<file path="src/rtl/alu_sequencer.sv">
// rtl/alu_sequencer.sv - command sequencer driving the accumulator ALU strobes; define SEQ_SPLIT_LOAD_EN for two-phase LOAD
module alu_sequencer (
    input  logic        clk,
    input  logic        rst,
    input  logic        cmd_valid,
    output logic        cmd_ready,
    input  logic [1:0]  cmd_kind,
    input  logic [4:0]  cmd_aluop,
    input  logic [15:0] cmd_data,
    output logic        rsp_valid,
    input  logic        rsp_ready,
    output logic [15:0] rsp_data,
    output logic [4:0]  alu_opcode,
    output logic [15:0] alu_operand,
    output logic        alu_write,
    output logic        alu_writeu,
    output logic        alu_read,
    input  logic [15:0] alu_accout,
    input  logic        alu_flag
);

    typedef enum logic [2:0] {
        S_IDLE,
        S_LOAD_LO,
        S_LOAD_HI,
        S_EXEC,
        S_READ,
        S_TEST,
        S_RESP
    } state_t;

    state_t      state, state_next;
    logic [4:0]  aluop_q;
    logic [15:0] data_q;
    logic [15:0] rsp_data_q;

    always_ff @(posedge clk) begin
        if (rst) begin
            state      <= S_IDLE;
            aluop_q    <= 5'b00000;
            data_q     <= 16'h0000;
            rsp_data_q <= 16'h0000;
        end else begin
            state <= state_next;
            if (state == S_IDLE && cmd_valid) begin
                aluop_q <= cmd_aluop;
                data_q  <= cmd_data;
            end
            // Response is captured in the same cycle the ALU drives accout.
            if (state == S_READ) begin
                rsp_data_q <= alu_accout;
            end else if (state == S_TEST) begin
                rsp_data_q <= {15'h0000, alu_flag};
            end
        end
    end

    assign rsp_data = rsp_data_q;

    always_comb begin
        state_next  = state;
        cmd_ready   = 1'b0;
        rsp_valid   = 1'b0;
        alu_opcode  = 5'b00000;
        alu_operand = 16'h0000;
        alu_write   = 1'b0;
        alu_writeu  = 1'b0;
        alu_read    = 1'b0;
        case (state)
            S_IDLE: begin
                cmd_ready = 1'b1;
                if (cmd_valid) begin
                    case (cmd_kind)
                        2'd0:    state_next = S_LOAD_LO;
                        2'd1:    state_next = S_EXEC;
                        2'd2:    state_next = S_READ;
                        default: state_next = S_TEST;
                    endcase
                end
            end
            S_LOAD_LO: begin
                alu_write = 1'b1;
`ifdef SEQ_SPLIT_LOAD_EN
                alu_operand = {4'h0, data_q[11:0]};
                state_next  = S_LOAD_HI;
`else
                alu_operand = data_q;
                state_next  = S_IDLE;
`endif
            end
`ifdef SEQ_SPLIT_LOAD_EN
            S_LOAD_HI: begin
                alu_writeu  = 1'b1;
                alu_operand = {12'h000, data_q[15:12]};
                state_next  = S_IDLE;
            end
`endif
            S_EXEC: begin
                alu_opcode  = aluop_q;
                alu_operand = data_q;
                state_next  = S_IDLE;
            end
            S_READ: begin
                alu_read   = 1'b1;
                state_next = S_RESP;
            end
            S_TEST: begin
                state_next = S_RESP;
            end
            S_RESP: begin
                rsp_valid = 1'b1;
                if (rsp_ready) begin
                    state_next = S_IDLE;
                end
            end
            default: begin
                state_next = S_IDLE;
            end
        endcase
    end

endmodule

</file>
<file path="config.mk">
export PLATFORM = sky130hd
export DESIGN_NAME = alu_sequencer
export DESIGN_NICKNAME = d
export VERILOG_FILES = /design/src/rtl/alu_sequencer.sv
export SDC_FILE = /design/constraint.sdc
export NUM_CORES = 1
export LEC_CHECK = 0
export BUFFER_PORTS_ARGS = -buffer_cell sky130_fd_sc_hd__buf_2
export CORE_MARGIN = 2
export CORE_UTILIZATION = 47
export CTS_CLUSTER_SIZE = 25
export DETAILED_ROUTE_END_ITERATION = 10
export PLACE_DENSITY = 0.83
export SETUP_SLACK_MARGIN = 0.02
export SLEW_MARGIN = 20
export SYNTH_ARGS = -nofsm -noshare
export SYNTH_HDL_FRONTEND = slang
export SYNTH_SLANG_ARGS = --single-unit
</file>
<file path="constraint.sdc">
create_clock -name clk -period 3.2 [get_ports clk]
set_input_delay 0.16 -clock clk [delete_from_list [all_inputs] [get_ports clk]]
set_output_delay 0.16 -clock clk [all_outputs]
set_load 0.1 [all_outputs]
</file>
==> flow_summary.yaml <==
outcome:
  status: "completed"
routing:
  detailedRoute.firstPassIterationCount: 4
  drt-vias-per-instance: 4.87
  wirelength_mm: 3.63
  remaining_drcs: 0
  drtIter0Drc: 91
  vias: 1548
  detail_route.wl_per_cell_um: 11.4
  detail-route-antenna-nets: 0
run:
  maxCapViolations: 0
setup_path:
  reg2reg_from: "state[1]$_SDFFE_PP0P_"
  cp_data_required_time_ns: 3.04
  rrSetupSlack_ns: 1.47
  cp_max_fo: 22
  worst_ep_arrival_time_ns: 1.88
  reg2reg_depth: 3
  end_kind: "output pin"
  timing.rr.end: "aluop_q[4]$_SDFFE_PP0P_"
  start_kind: "flip-flop"
  path_class: "reg -> out"
placed_design:
  placed_cells: 311
  placedInstanceArea_mm2: 0.00204
  dp_slack_ns: 1.45
  hpwl_mm: 2.56
  portBuffers: 84
  gpl.final_weighted_congestion: 0.770
synthesis:
  synth_cell_types: 25
  seq_area_frac_synth: 0.490
  synth_area_leader_cell: "dfxtp_1"
  ys_seq_elements: 40
  synth.area.top_cells: "dfxtp_1 (49%), nand2_1 (10%), a21oi_1 (7.4%), a22oi_1 (6.9%), and2_1 (6.1%)"
  postSynthCellCount: 195
  mappedNetlistArea_mm2: 0.00163
  yosysWarningCount: 0
  synthesis.area_per_instance_um2: 8.37
  post_syn_nets: 239
  area_share_of_the_largest_cell_type_after_synthesis: 0.490
power:
  power.share.combinational: 0.325
  cellInternalPower_mw: 0.712
  irDropWorstVdd_v: 0.000380
  cellLeakagePower_nw: 1.03
  power_density_over_the_cells_mw_per_mm2: 572
  power_switching_mw: 0.482
  swShare: 0.404
  pwr-share-clk: 0.195
  totalPowerFinal_mw: 1.19
  power_frac_seq: 0.480
grt:
  groute.layer.met2.usage: 0.309
  grt_max_degree: 40
  globalRouteMet3Util: 0.0919
  combined_global_route_utilization_of_all_metal_layers: 0.197
  busiest_layer: "met2"
  global_route_wire_length_before_repair_mm: 6.03
  grt-ovfl-total: 0
  initial_antenna_violation_count: 0
  use_met1: 0.231
  first_global_vias: 1354
floorplanning:
  die_area_mm2: 0.00396
  fp.dieW_um: 62.9
  rows: 21
  io-pin-count: 86
  initial_core_util: 0.489
  core_area_mm2: 0.00334
  vertical_die_dimension_um: 62.9
finish:
  multi_input_comb_area_um2: 743
  insertedDiodeCount: 0
  seq_area_um2: 801
  syn2layout_area_growth_pct: 28.0
  share_of_final_layout_standard_cells_stronger_than_drive_strength_1: 0.357
  n_fill_cell: 316
  design.final.nets: 316
  final_cells: 318
  finalInstanceArea_mm2: 0.00209
  final_core_util: 0.627
clock_network:
  cts_buffer_depth: 2
  worst_skew_pair.late_latency_ns: 0.35
  clock_sink_count: 40
  clock_tree_from_tritoncts: "done"
  cts-buffers-inserted: 5
  cts_setup_buffers: 0
  h-tree-depth: 2
  clk_transition_reported_paths_ns: 0.11
  ctsRootBufferMaster: "clkbuf_4"
  post_cts_resized: 0
  cts_hold_buf: 0
sta:
  minimum_clock_period_after_layout_ns: 2.04
  worst_pin_slew_ns: 0.989
  finalWorstSetupSlack_ns: 1.16
  finalHoldViolations: 0
  grt_setup_unrepaired: "false"
  timing_max_transition_violations_final: 0
  hold_slack_ns: 0.0358
  worst_clock_skew_ns: 0.00967
  setup_tns_ns: 0
  slew_headroom: 0.338
  final-setup-viol-count: 0
  period_share: 0.638
  max_freq_ghz: 0.490
worst_hold_path:
  timing.hold.worst.start: "cmd_data[7]"
  min-delay-path-class: "in -> reg"
  whs_endpoint: "data_q[7]$_SDFFE_PP0P_"
  timing.hold.worst_path_depth: 3
==> cell families (layout without fill, tap and decap cells) <==
group / after synthesis / count (layout) / synth area share
AND/OR/NAND/NOR: 93 / 93 / 0.285
AO/OA/AOI/OAI: 43 / 43 / 0.156
flip-flops: 40 / 40 / 0.490
buffers and inverters: 17 / 94 / 0.0598
other: 1 / 1 / 0.00230
multiplexers: 1 / 1 / 0.00613
==> layout by cell type, fill, tap and decap left out <==
master / synthesis / routed
nor2b_1: 4 / 4
a22oi_1: 15 / 15
and3b_1: 1 / 1
mux2i_1: 1 / 1
or4b_4: 1 / 1
o21ai_0: 3 / 3
nor3_1: 1 / 1
nor3_4: 1 / 1
nor2_1: 16 / 16
clkinv_2: 0 / 1
a21o_1: 1 / 1
clkbuf_4: 0 / 5
or2_1: 1 / 1
dfxtp_1: 40 / 40
nand2b_1: 1 / 1
buf_2: 3 / 84
inv_1: 1 / 1
nor3b_2: 1 / 1
and2_1: 16 / 16
a21oi_1: 24 / 24
nor4b_4: 0 / 1
nand2_1: 44 / 44
conb_1: 1 / 1
buf_4: 2 / 2
clkinvlp_4: 0 / 1
and3_1: 5 / 5
==> worst max-delay path: stages, from the launching register on <==
cell and delay [ns]:
dfxtp_1 0.54, nor2b_1 0.18, buf_4 0.21, and3_1 0.17
buf_2 0.43
==> layout make-up <==
class,instances,area share
well taps,46,0.0275
inverters,1,0.00180
repair buffers,86,0.208
clock buffers,5,0.0180
multi-input cells,138,0.355
flip-flops and latches,40,0.383
clock inverters,2,0.00598
==> power groups by stage <==
stage | sequential [mW] | clock (mW) | combinational (mW)
6_report | 0.573 | 0.233 | 0.389
5_1_grt | 0.580 | 0.267 | 0.419
4_1_cts | 0.573 | 0.242 | 0.391
3_5_place_dp | 0.584 | 0 | 0.391
3_3_place_gp | 0.583 | 0 | 0.386
2_1_floorplan | 0.691 | 0 | 0.215
==> per-layer routing <==
layer,part of all wire,vias up
met2,0.47,58
met5,0,-
met1,0.43,688
met3,0.086,5
met4,0.012,0
li1,-,797
==> sequential cells by signal (all words and copies together), names as in the netlist <==
name      flops
rsp_data     16
data_q       16
aluop_q       5
state         3
==> Yosys cell counts, drive strengths merged <==
library cell	n
nand2b	1
or4b	1
a21o	1
o21ai	3
a22oi	15
inv	1
mux2i	1
nor3	2
buf	8
and2	16
nor2b	4
clkbuf	8
nand2	44
and3b	1
dfxtp	40
or2	1
conb	1
nor4b	1
and3	5
a21oi	24
nor2	16
nor3b	1
==> worst max-delay path by stage <==
stage | to | slack (ns) | start | cells after the start
4_1_cts | alu_opcode[2] | 1.15 | state[0]$_SDFFE_PP0P_ | 4
2_1_floorplan | state[2]$_SDFFE_PP0P_ | 0.13 | state[1]$_SDFFE_PP0P_ | 4
6_report | alu_opcode[2] | 1.16 | state[0]$_SDFFE_PP0P_ | 4
3_5_place_dp | data_q[8]$_SDFFE_PP0P_ | 1.45 | state[1]$_SDFFE_PP0P_ | 3
3_3_place_gp | aluop_q[1]$_SDFFE_PP0P_ | 1.50 | state[1]$_SDFFE_PP0P_ | 3
5_1_grt | alu_opcode[2] | 0.99 | state[0]$_SDFFE_PP0P_ | 4
Note: power is estimated with default switching activity, not from simulation.
